==> config.mk <==
export PLATFORM = sky130hd
export DESIGN_NAME = keypad_matrix_responder
export DESIGN_NICKNAME = d
export VERILOG_FILES = /design/src/rtl/keypad_matrix_responder.sv
export SDC_FILE = /design/constraint.sdc
export NUM_CORES = 1
export LEC_CHECK = 0
export CORE_UTILIZATION = 35
export DETAILED_ROUTE_END_ITERATION = 8
export HOLD_SLACK_MARGIN = 0.05
export PLACE_DENSITY = 0.61
export SYNTH_ARGS = -nofsm -noshare
export SYNTH_HDL_FRONTEND = slang
export SYNTH_SLANG_ARGS = --single-unit
==> constraint.sdc <==
create_clock -name clk -period 2.33 [get_ports clk]
set_clock_uncertainty 0.15 [all_clocks]
set_input_delay 0.466 -clock clk [delete_from_list [all_inputs] [get_ports clk]]
set_output_delay 0.466 -clock clk [all_outputs]
set_load 0.01 [all_outputs]
==> src/rtl/keypad_matrix_responder.sv <==
// Emulates a pressed key on a 3x3 matrix: bounce-in, hold, bounce-out, then a release gap.
// Latency: row follows column one cycle later. A request is accepted on the first cycle it meets IDLE.
// Backpressure: req_ready is low for the whole press; requests are not queued.
module keypad_matrix_responder #(
    parameter int HOLD_CYCLES   = 1000,
    parameter int BOUNCE_CYCLES = 64,
    parameter int BOUNCE_PERIOD = 8,
    parameter int GAP_CYCLES    = 256
) (
    input  logic       clk,
    input  logic       reset,
    input  logic [2:0] column,
    input  logic       req_valid,
    input  logic [3:0] req_key,
    output logic       req_ready,
    output logic [2:0] row,
    output logic       busy,
    output logic       done,
    output logic       bad_key
);

    localparam logic [15:0] HOLD_LAST   = 16'(HOLD_CYCLES - 1);
    localparam logic [15:0] BOUNCE_LAST = 16'((BOUNCE_CYCLES > 0) ? BOUNCE_CYCLES - 1 : 0);
    localparam logic [15:0] GAP_LAST    = 16'((GAP_CYCLES > 0) ? GAP_CYCLES - 1 : 0);
    localparam logic [7:0]  PERIOD_LAST = 8'(BOUNCE_PERIOD - 1);

    typedef enum logic [2:0] {
        IDLE,
        BOUNCE_IN,
        HOLD,
        BOUNCE_OUT,
        GAP
    } state_t;

    state_t      state;
    logic [3:0]  key;
    logic        contact;
    logic [15:0] phase_cnt;
    logic [7:0]  bounce_cnt;
    logic [2:0]  row_mask;
    logic [2:0]  col_mask;
    logic [2:0]  row_next;

    assign req_ready = (state == IDLE);
    assign busy      = (state != IDLE);

    // Out-of-range keys decode to empty masks so they can never close a contact.
    always_comb begin
        row_mask = 3'b000;
        col_mask = 3'b000;
        case (key)
            4'd0: begin row_mask = 3'b001; col_mask = 3'b001; end
            4'd1: begin row_mask = 3'b001; col_mask = 3'b010; end
            4'd2: begin row_mask = 3'b001; col_mask = 3'b100; end
            4'd3: begin row_mask = 3'b010; col_mask = 3'b001; end
            4'd4: begin row_mask = 3'b010; col_mask = 3'b010; end
            4'd5: begin row_mask = 3'b010; col_mask = 3'b100; end
            4'd6: begin row_mask = 3'b100; col_mask = 3'b001; end
            4'd7: begin row_mask = 3'b100; col_mask = 3'b010; end
            4'd8: begin row_mask = 3'b100; col_mask = 3'b100; end
            default: begin row_mask = 3'b000; col_mask = 3'b000; end
        endcase
    end

    always_comb begin
        row_next = 3'b000;
        if (contact && (|(column & col_mask))) begin
            row_next = row_mask;
        end
    end

    always_ff @(posedge clk or negedge reset) begin
        if (!reset) begin
            state      <= IDLE;
            key        <= 4'd0;
            contact    <= 1'b0;
            phase_cnt  <= 16'd0;
            bounce_cnt <= 8'd0;
            row        <= 3'b000;
            done       <= 1'b0;
            bad_key    <= 1'b0;
        end else begin
            done    <= 1'b0;
            bad_key <= 1'b0;
            row     <= row_next;
            case (state)
                IDLE: begin
                    if (req_valid) begin
                        key        <= req_key;
                        phase_cnt  <= 16'd0;
                        bounce_cnt <= 8'd0;
                        if (req_key > 4'd8) begin
                            state   <= GAP;
                            contact <= 1'b0;
                            bad_key <= 1'b1;
                        end else if (BOUNCE_CYCLES > 0) begin
                            state   <= BOUNCE_IN;
                            contact <= 1'b1;
                        end else begin
                            state   <= HOLD;
                            contact <= 1'b1;
                        end
                    end
                end
                BOUNCE_IN, BOUNCE_OUT: begin
                    // Leaving a bounce phase overrides any toggle due on the same edge.
                    if (phase_cnt == BOUNCE_LAST) begin
                        phase_cnt  <= 16'd0;
                        bounce_cnt <= 8'd0;
                        if (state == BOUNCE_IN) begin
                            state   <= HOLD;
                            contact <= 1'b1;
                        end else begin
                            state   <= GAP;
                            contact <= 1'b0;
                        end
                    end else begin
                        phase_cnt <= phase_cnt + 16'd1;
                        if (bounce_cnt == PERIOD_LAST) begin
                            bounce_cnt <= 8'd0;
                            contact    <= ~contact;
                        end else begin
                            bounce_cnt <= bounce_cnt + 8'd1;
                        end
                    end
                end
                HOLD: begin
                    if (phase_cnt == HOLD_LAST) begin
                        phase_cnt  <= 16'd0;
                        bounce_cnt <= 8'd0;
                        contact    <= 1'b0;
                        state      <= (BOUNCE_CYCLES > 0) ? BOUNCE_OUT : GAP;
                    end else begin
                        phase_cnt <= phase_cnt + 16'd1;
                    end
                end
                GAP: begin
                    if (phase_cnt == GAP_LAST) begin
                        phase_cnt  <= 16'd0;
                        bounce_cnt <= 8'd0;
                        state      <= IDLE;
                        done       <= 1'b1;
                    end else begin
                        phase_cnt <= phase_cnt + 16'd1;
                    end
                end
                default: begin
                    state   <= IDLE;
                    contact <= 1'b0;
                end
            endcase
        end
    end

endmodule

==> summary.txt, run 1 <==
Global routing
  • Met3 Usage GRT: roughly 3.1%
  • Met1 GRT Util: between 20% and 30%
  • Largest net degree at the start of global routing: 20
  • Met2 usage: 26.3%
  • GRT Util Overall: approximately 17%
  • Total congestion overflow: 0
  • Vias in the first global route: 1755
  • First-pass GRT wire length: ~8400 um
  • Initial antenna violation count: 0
  • Busiest metal layer after global routing: met2

Placement
  • Pre-CTS setup slack: -32.3 ps
  • Placement-stage cell area: 2520 um2
  • Hpwl dp: between 3000 and 4000 um
  • Buffers on Ports: 16
  • GP Congestion: between 0.8 and 0.9
  • Placed cells: 330

Worst setup path
  • Critical path class: reg2reg
  • Worst Path Required: around 2400 ps
  • Reg2Reg Launch Point: phase_cnt[11]
  • Capturing point of the worst reg2reg path: contact
  • R2R setup slack: between 30 and 40 ps
  • CP Launch Type: register
  • CP bufs+invs: 1
  • CP endpoint kind: register
  • Crit path max fanout: 8
  • Top Family by Delay on Critical Path: simple AND/OR/NAND/NOR gates
  • Critical-path cell list: or4_4 -> nor4_4 -> buf_4 -> a21oi_4 -> a211o_2 -> a22o_1
  • Crit path DAT: between 2000 and 2500 ps
  • Reg2reg path depth: 6
  • Critical path's largest stage delay: a little under 600 ps
  • CP max-delay cell: or4_4

Timing
  • Fin. max-slew vios: 0
  • Worst Max-Slew Pin Slew: around 470 ps
  • Post-layout min period: approximately 2300 ps
  • Final Hold Fails: 0
  • Final setup margin: ~32 ps
  • TNS Setup: 0 ps
  • # setup viols final: 0
  • Fin crit share: 98.6%
  • Rel. slew slack: approximately two thirds
  • RSZ-0062 raised after global routing: true
  • Peak Freq: between 400 and 500 MHz

Final layout
  • Fraction of layout cells with a size suffix above 1: 21.7%
  • Commonest non-fill, non-tap cell in the layout: dfrtp_1
  • Synthesis-to-finish area growth: 27.3%
  • Post-Layout Cell Count: roughly 340
  • Most frequent cells in the layout: 36 x dfrtp_1, 25 x nand2_1, 20 x buf_4
  • Final instance area: ~2700 um2
  • Nets@finish: approximately 280
  • # diodes: 0

CTS
  • Sink Count: 37
  • CTS tree: done
  • Clock Path Buffers: 2
  • CTS H-tree lvls: 2
  • Number of buffers created by CTS: 5
  • Later-pin clock latency in the skew report: around 300 ps
  • CTS clk-pin slew, worst paths: approximately 80 ps
  • Clk root buf: clkbuf_8

Floorplanning
  • Starting Density: a little over a third
  • # IOs: 17
  • Die Height: approximately 80 um
  • Row Count: 28
  • Die extent in x: between 80 and 90 um
  • Area of the die: between 6000 and 7000 um2
  • Core ar.: between 5000 and 6000 um2

Logic synthesis
  • #FFs+latches synth: 37
  • Ys Warns: 0
  • Cell area after synthesis: 2140 um2
  • Post-synthesis sequential area ratio: between 40% and 50%
  • Post-Syn Nets: roughly 240
  • Post-synth top area cell: dfrtp_1
  • Synth Area per Inst: ~9.4 um2
  • Share of the synthesized area in the top cell type: 43.3%
  • Ranking of synthesized cells by area: dfrtp_1 43%, nand2_1 4.4%, ha_1 4.1%, xor2_1 4.1%, o21ai_0 3.5%
  • Yosys cell types: a little over 50
  • Gate Count Post-Synth: around 230

Detailed routing
  • Via count: roughly 1800
  • Residual DRC: 0
  • DRT Wirelength: approximately 4700 um
  • DRT iter0 DRCs: 150
  • Wire per inst: between 10 and 15 um
  • ANT nets after route: 0
  • Drt pass-1 iters: 4
  • Via density: between 5 and 6

Min path
  • Worst Hold Class: reg2reg
  • Hold EP: phase_cnt[0]
  • Worst Hold Launch: phase_cnt[0]
  • Hold Path Cell Cnt: 1

Flow run
  • Max-cap violations: 0

Run status
  • Status: finished, final reports clean

Power
  • Leakage: 1.20 nW
  • Worst VDD drop: ~0.45 mV
  • Pwr per Cell Area: between 900 and 1000 nW/um2
-- layer usage --
layer / wire length, um / vias to the layer above / share of wire (%)
li1: - / 898 / -
met1: 2340 / 892 / 50
met2: 2140 / 19 / 46
met3: 96 / 8 / 2.0
met4: 99 / 0 / 2.1
met5: 0 / - / 0
-- cell families (layout without fill, tap and decap cells) --
kind of cell,Yosys count,count (layout),share of synthesized area (%)
buffers and inverters,19,59,3.86
adder cells (fa/ha/maj),7,7,4.10
flip-flops,37,37,43.3
XOR/XNOR,11,11,4.51
AO/OA/AOI/OAI,46,46,13.9
multiplexers,4,4,1.99
AND/OR/NAND/NOR,103,103,28.3
-- synth_stat cells, drive strengths merged --
library cell	instances
nand3b	1
nor2b	1
nand4	7
mux2i	2
nand2	25
o22ai	2
or4	4
a2111oi	1
and2	3
a22o	2
mux2	2
a21o	2
nand4bb	1
buf	2
o211ai	1
a21oi	11
nor3	10
a31oi	5
o21ai	15
or3	2
a211o	2
clkbuf	6
or2	1
or3b	1
xor2	10
nand3	7
nor4	8
o2bb2ai	1
or2b	2
nand2b	2
o311ai	1
and3	8
a31o	1
ha	7
nand4b	1
nor2	17
inv	11
dfrtp	37
xnor2	1
o31ai	2
and4	2
-- worst max-delay path by stage --
| stage | start | end | slack [ps] | cells after the start |
|---|---|---|---|---|
| floorplan | phase_cnt[10] | bounce_cnt[7] | 110 | 6 |
| global placement | phase_cnt[10] | phase_cnt[7] | 40 | 5 |
| detailed placement | phase_cnt[10] | phase_cnt[7] | -30 | 5 |
| CTS | phase_cnt[10] | phase_cnt[7] | 30 | 6 |
| global route | phase_cnt[10] | phase_cnt[11] | -20 | 6 |
| finish | phase_cnt[11] | contact | 30 | 6 |
-- what timing repair did --
action,4_1_cts,5_1_grt
resized for setup,2,15
pin swaps,0,8
endpoints found under the setup margin,2,20
endpoints found under the hold margin,18,0
hold buffers,1,0
buffers inserted,0,3
-- per-stage QoR --
stage / total power [mW] / util (%) / hold slack, ps
2_1_floorplan: 1.57 / - / 20.4
3_3_place_gp: 1.93 / 42.6 / 311
3_5_place_dp: 1.94 / 42.6 / 304
4_1_cts: 2.46 / 44.5 / 387
5_1_grt: 2.72 / 45.9 / 407
6_report: 2.50 / 45.9 / 382
-- sequential cells by signal, indices dropped and copies added (netlist names) --
signal / cells
row: 3
done: 1
bad_key: 1
contact: 1
bounce_cnt: 8
key: 4
state: 3
phase_cnt: 16
-- power breakdown --
part | internal (mW) | switching (mW)
logic | 0.519 | 0.525
clock network | 0.268 | 0.244
registers | 0.779 | 0.168
total | 1.57 | 0.938
-- final cells by class --
type	instances	area (um2)
Timing Repair Buffer	40	367
Clock inverter	1	5.00
Tap cell	75	93.8
Inverter	11	41.3
Multi-Input combinational cell	171	1190
Sequential cell	37	927
Clock buffer	7	96.3
Fill cell	569	3200
-- worst register-to-register path: stages, from the launching register on --
cell and delay (ps):
dfrtp_1 380, or4_4 580, nor4_4 280, buf_4 180, a21oi_4 110, a211o_2 290, a22o_1 220
Power figures use the tool's default switching activity.
==> run 2: changes to the inputs <==
--- a/config.mk
+++ b/config.mk
@@ -8,7 +8,7 @@
 export CORE_UTILIZATION = 35
 export DETAILED_ROUTE_END_ITERATION = 8
 export HOLD_SLACK_MARGIN = 0.05
-export PLACE_DENSITY = 0.61
+export PLACE_DENSITY = 0.6
 export SYNTH_ARGS = -nofsm -noshare
 export SYNTH_HDL_FRONTEND = slang
 export SYNTH_SLANG_ARGS = --single-unit
==> constraint.sdc (replaced) <==
create_clock -name clk -period 2.8 [get_ports clk]
set_clock_uncertainty 0.15 [all_clocks]
set_input_delay 0.56 -clock clk [delete_from_list [all_inputs] [get_ports clk]]
set_output_delay 0.56 -clock clk [all_outputs]
set_load 0.01 [all_outputs]
==> summary.txt, run 2 (same netlist as run 1, synthesis figures left out) <==
Worst setup path
  • Critical path class: reg2reg
  • Crit path DAT: 2450 ps (+110 ps)
  • Capturing point of the worst reg2reg path: phase_cnt[6]
  • Crit path max fanout: 7 (-1)
  • CP endpoint kind: register
  • Critical-path cell list: or4_4 -> nor4_4 -> a21oi_2 -> buf_4 -> nor3_4 -> o22ai_1
  • Critical path's largest stage delay: 600 ps (+20 ps)
  • R2R setup slack: 350 ps (+320 ps)
  • Reg2reg path depth: 6 (unchanged)
  • CP bufs+invs: 1 (unchanged)
  • Reg2Reg Launch Point: phase_cnt[10]
  • CP Launch Type: register
  • Worst Path Required: 2800 ps (+430 ps)
  • CP max-delay cell: or4_4
  • Top Family by Delay on Critical Path: simple AND/OR/NAND/NOR gates

Run status
  • Status: finished, final reports clean

Flow run
  • Max-cap violations: 0 (unchanged)

Timing
  • Post-layout min period: 2450 ps (+150 ps)
  • Fin crit share: 87.4% (-11 points)
  • # setup viols final: 0 (unchanged)
  • Fin. max-slew vios: 0 (unchanged)
  • Final Hold Fails: 0 (unchanged)
  • Rel. slew slack: 44.4% (-24 points)
  • RSZ-0062 raised after global routing: false
  • Peak Freq: 408 MHz (-6.1%)
  • TNS Setup: 0 ps (unchanged)
  • Worst Max-Slew Pin Slew: 835 ps (+364 ps)

Floorplanning
  • # IOs: 17 (unchanged)
  • Die extent in x: 80.1 um (unchanged)
  • Area of the die: 6420 um2 (unchanged)
  • Starting Density: 36.1% (unchanged)
  • Die Height: 80.1 um (unchanged)
  • Core ar.: 5920 um2 (unchanged)
  • Row Count: 28 (unchanged)

CTS
  • CTS tree: done
  • Clock Path Buffers: 2 (unchanged)
  • Sink Count: 37 (unchanged)
  • CTS H-tree lvls: 2 (unchanged)
  • Clk root buf: clkbuf_8
  • CTS clk-pin slew, worst paths: 70 ps (about the same)
  • Post-cts hold buffer count: 0 (-1)
  • Later-pin clock latency in the skew report: 300 ps (about the same)
  • Number of buffers created by CTS: 5 (unchanged)

Detailed routing
  • Via density: 5.34 (+0.46%)
  • DRT iter0 DRCs: 82 (-45%)
  • Wire per inst: 13.6 um (-0.38%)
  • DRT Wirelength: 4410 um (-5.9%)
  • Drt pass-1 iters: 4 (unchanged)
  • Via count: 1724 (-5.1%)
  • ANT nets after route: 0 (unchanged)
  • Residual DRC: 0 (unchanged)

Placement
  • GP Congestion: 0.814 (-0.71%)
  • Hpwl dp: 3080 um (-9.0%)
  • Buffers on Ports: 16 (unchanged)

Global routing
  • Total congestion overflow: 0 (unchanged)
  • GRT Util Overall: 15.7% (-1.3 points)
  • First-pass GRT wire length: 7760 um (-7.4%)
  • Initial antenna violation count: 0 (unchanged)
  • Vias in the first global route: 1631 (-7.1%)
  • Largest net degree at the start of global routing: 38 (+90%)

Final layout
  • Synthesis-to-finish area growth: 16.2%
  • Largest register by flop count: phase_cnt
  • Biggest regs: phase_cnt: 16 flops, bounce_cnt: 8 flops, key: 4 flops
  • Fill cells: 582 (+2.3%)
  • Max reg flops: 16 (unchanged)
  • Most frequent cells in the layout: 37 x dfrtp_1, 25 x nand2_1, 17 x nor2_1
  • # diodes: 0 (unchanged)
  • Nets@finish: 265 (-6.4%)
  • Fraction of layout cells with a size suffix above 1: 12.9% (-8.8 points)
  • Commonest non-fill, non-tap cell in the layout: dfrtp_1

Power
  • Leakage: 1.08 nW (-10%)
  • Logic pwr share: 38.5% (-3.2 points)
  • Switching power total: 0.734 mW (-22%)
  • Total power: 1.90 mW (-24%)
  • Clock group share of total power: 20.1% (-0.3 points)
  • Sequential share of power: 41.4% (+3.6 points)
  • Worst VDD drop: 0.418 mV (-7.8%)
  • Pwr per Cell Area: 764 nW/um2 (-17%)
  • Sw Share: 38.7% (+1.2 points)
  • Internal Pwr Total: 1.16 mW (-26%)

Min path
  • Worst Hold Class: in2async
## run 2: cell count changes in the layout (fill, tap and decap cells not counted), moves of 2 or more
cell | previous run | this run
a21oi_4 | 2 | 0
a21oi_2 | 0 | 2
buf_4 | 20 | 6
o21ai_1 | 4 | 0
o21ai_0 | 11 | 15
buf_12 | 2 | 0
## run 2: per-layer routing
metal	routed length [um]	part of all wire, %	global-route usage [%]
met5	0	0	0
met4	100	2.3	6.96
met2	1950	44	24.0
met3	127	2.9	2.39
met1	2230	51	21.7
## run 2: how the worst max path moves through the flow
stage,slack (ps),start,depth (start not counted),endpoint
after floorplan,580,phase_cnt[10],6,bounce_cnt[7]
after global placement,170,phase_cnt[10],5,phase_cnt[7]
after detailed placement,190,phase_cnt[10],5,phase_cnt[7]
after CTS,170,phase_cnt[10],5,phase_cnt[7]
after global routing,200,phase_cnt[0],7,phase_cnt[4]
final,350,phase_cnt[10],6,phase_cnt[6]
## run 2: per-stage QoR
step | utilization [%] | area [um2] | hold WS [ps] | std cells | setup slack (ps)
floorplan | - | 2140 | 114 | 227 | 583
global placement | 40.4 | 2390 | 367 | 316 | 172
detailed placement | 40.4 | 2390 | 366 | 316 | 193
CTS | 41.8 | 2480 | 261 | 323 | 174
global route | 41.9 | 2480 | 302 | 323 | 199
finish | 41.9 | 2480 | 212 | 323 | 352
## run 2: final cells by class
class,count,area (um2),share of cell area (%)
inverters,11,41.3,1.66
well taps,75,93.8,3.78
multi-input cells,171,1130,45.7
repair buffers,22,200,8.06
flip-flops and latches,37,926,37.3
clock buffers,7,86.3,3.48
## run 2: what timing repair did
item / CTS / global route
gates resized for setup: 0 / 1
setup endpoints to repair: 0 / 1
setup buffers: 0 / 0
## run 2: power by group through the flow
stage	sequential [mW]	combinational (mW)	clock (mW)
CTS	0.786	0.730	0.394
global route	0.807	0.830	0.418
finish	0.785	0.730	0.382
detailed placement	0.796	0.727	0
floorplan	0.749	0.555	0
global placement	0.792	0.724	0
==> run 3: changes to the inputs <==
--- a/config.mk
+++ b/config.mk
@@ -5,6 +5,7 @@
 export SDC_FILE = /design/constraint.sdc
 export NUM_CORES = 1
 export LEC_CHECK = 0
+export CORE_MARGIN = 4
 export CORE_UTILIZATION = 35
 export DETAILED_ROUTE_END_ITERATION = 8
 export HOLD_SLACK_MARGIN = 0.05
==> summary.txt, run 3 (same netlist as run 1, synthesis figures left out) <==
CTS
  • Clk root buf: clkbuf_8
  • Later-pin clock latency in the skew report: 290 ps (about the same)
  • Sink Count: 37 (unchanged)
  • Post-cts hold buffer count: 0 (unchanged)
  • Number of buffers created by CTS: 5 (unchanged)
  • CTS H-tree lvls: 2 (unchanged)
  • CTS tree: done
  • CTS clk-pin slew, worst paths: 70 ps (about the same)
  • Clock Path Buffers: 2 (unchanged)

Timing
  • Rel. slew slack: 43.4% (-0.98 points)
  • Final Hold Fails: 0 (unchanged)
  • Worst Max-Slew Pin Slew: 849 ps (+14.7 ps)
  • Post-layout min period: 2550 ps (+98.2 ps)
  • Fin crit share: 91.0% (+3.5 points)
  • Peak Freq: 393 MHz (-3.9%)
  • RSZ-0062 raised after global routing: false
  • Fin. max-slew vios: 0 (unchanged)
  • # setup viols final: 0 (unchanged)
  • TNS Setup: 0 ps (unchanged)

Worst setup path
  • Capturing point of the worst reg2reg path: phase_cnt[7]
  • CP endpoint: phase_cnt[7]
  • Critical path class: reg2reg
  • Reg2Reg Launch Point: phase_cnt[10]
  • CP endpoint kind: register
  • Crit path DAT: 2540 ps (+90 ps)
  • R2R setup slack: 250 ps (-100 ps)
  • Beginning of the critical path: phase_cnt[10]
  • Reg2reg path depth: 6 (unchanged)
  • CP Launch Type: register
  • Crit path max fanout: 5 (-2)
  • Worst Path Required: 2790 ps (about the same)

Floorplanning
  • Core ar.: 5920 um2 (unchanged)
  • Die extent in x: 86.1 um (+7.5%)
  • Starting Density: 36.1% (unchanged)
  • Area of the die: 7420 um2 (+16%)
  • Die Height: 86.1 um (+7.5%)
  • # IOs: 17 (unchanged)
  • Row Count: 28 (unchanged)

Global routing
  • Total congestion overflow: 0 (unchanged)
  • Vias in the first global route: 1730 (+6.1%)
  • Largest net degree at the start of global routing: 38 (unchanged)
  • First-pass GRT wire length: 8320 um (+7.2%)
  • Initial antenna violation count: 0 (unchanged)
  • GRT Util Overall: 14.2% (-1.4 points)

Final layout
  • Fraction of layout cells with a size suffix above 1: 12.9% (unchanged)
  • Max reg flops: 16 (unchanged)
  • Largest register by flop count: phase_cnt
  • Commonest non-fill, non-tap cell in the layout: dfrtp_1
  • Nets@finish: 265 (unchanged)
  • Most frequent cells in the layout: 37 x dfrtp_1, 25 x nand2_1, 17 x nor2_1
  • # diodes: 0 (unchanged)
  • Fill cells: 570 (-2.1%)
  • Synthesis-to-finish area growth: 16.2% (unchanged)
  • Biggest regs: phase_cnt: 16 flops, bounce_cnt: 8 flops, key: 4 flops

Placement
  • Buffers on Ports: 16 (unchanged)
  • GP Congestion: 0.846 (+3.9%)
  • Hpwl dp: 3210 um (+4.3%)

Detailed routing
  • Via density: 5.27 (-1.3%)
  • ANT nets after route: 0 (unchanged)
  • Drt pass-1 iters: 5 (+1)
  • Residual DRC: 0 (unchanged)
  • Via count: 1702 (-1.3%)
  • Wire per inst: 14.0 um (+2.6%)
  • DRT Wirelength: 4520 um (+2.6%)
  • DRT iter0 DRCs: 131 (+60%)

Power
  • Leakage: 1.08 nW (unchanged)
  • Worst VDD drop: 0.373 mV (-11%)
  • Pwr per Cell Area: 766 nW/um2 (+0.23%)
  • Total power: 1.90 mW (+0.23%)

Min path
  • Worst Hold Class: in2async

Run status
  • Status: finished, final reports clean

Flow run
  • Max-cap violations: 0 (unchanged)
run 3: critical path, stage by stage (launching register included):
cell and delay, ps:
dfrtp_1 420, or4_4 600, nor4_4 280, a21oi_2 170
buf_4 180, o311ai_0 400, o21ai_0 190
run 3: per-stage QoR:
step | utilization, % | setup slack (ps) | hold slack [ps] | instance area (um2) | cells
after floorplan | - | 583 | 114 | 2140 | 227
after global placement | 40.4 | 181 | 360 | 2390 | 316
after detailed placement | 40.4 | 70.4 | 375 | 2390 | 316
after CTS | 41.8 | 57.4 | 252 | 2480 | 323
after global routing | 41.9 | 134 | 300 | 2480 | 323
final | 41.9 | 253 | 211 | 2480 | 323
run 3: layer usage:
layer	track usage, %	share of wire (%)	up-vias
met4	6.04	1.9	0
li1	-	-	861
met5	0	0	-
met3	3.46	3.3	6
met1	19.0	51	815
met2	21.9	44	20
run 3: how the worst min path moves through the flow:
stage | endpoint | slack [ps] | depth (start not counted)
final | phase_cnt[9] | 210 | 1
after global routing | phase_cnt[9] | 300 | 1
after CTS | phase_cnt[8] | 250 | 1
after floorplan | bad_key | 110 | 0
after global placement | phase_cnt[11] | 360 | 1
after detailed placement | bounce_cnt[7] | 380 | 2
run 3: what timing repair did:
action	CTS	global route
setup endpoints to repair	0	2
setup buffers	0	0
resized for setup	0	1
run 3: area by class of cell:
type | count | area [um2] | area share (%)
multi-input cells | 171 | 1130 | 45.7
flip-flops and latches | 37 | 926 | 37.3
well taps | 75 | 93.8 | 3.78
clock buffers | 7 | 86.3 | 3.48
repair buffers | 22 | 200 | 8.06
inverters | 11 | 41.3 | 1.66
run 3: where the power goes:
part | internal [mW] | switching, mW | total (mW)
clock network | 0.195 | 0.185 | 0.380
registers | 0.648 | 0.137 | 0.785
logic | 0.323 | 0.414 | 0.737
total | 1.17 | 0.735 | 1.90
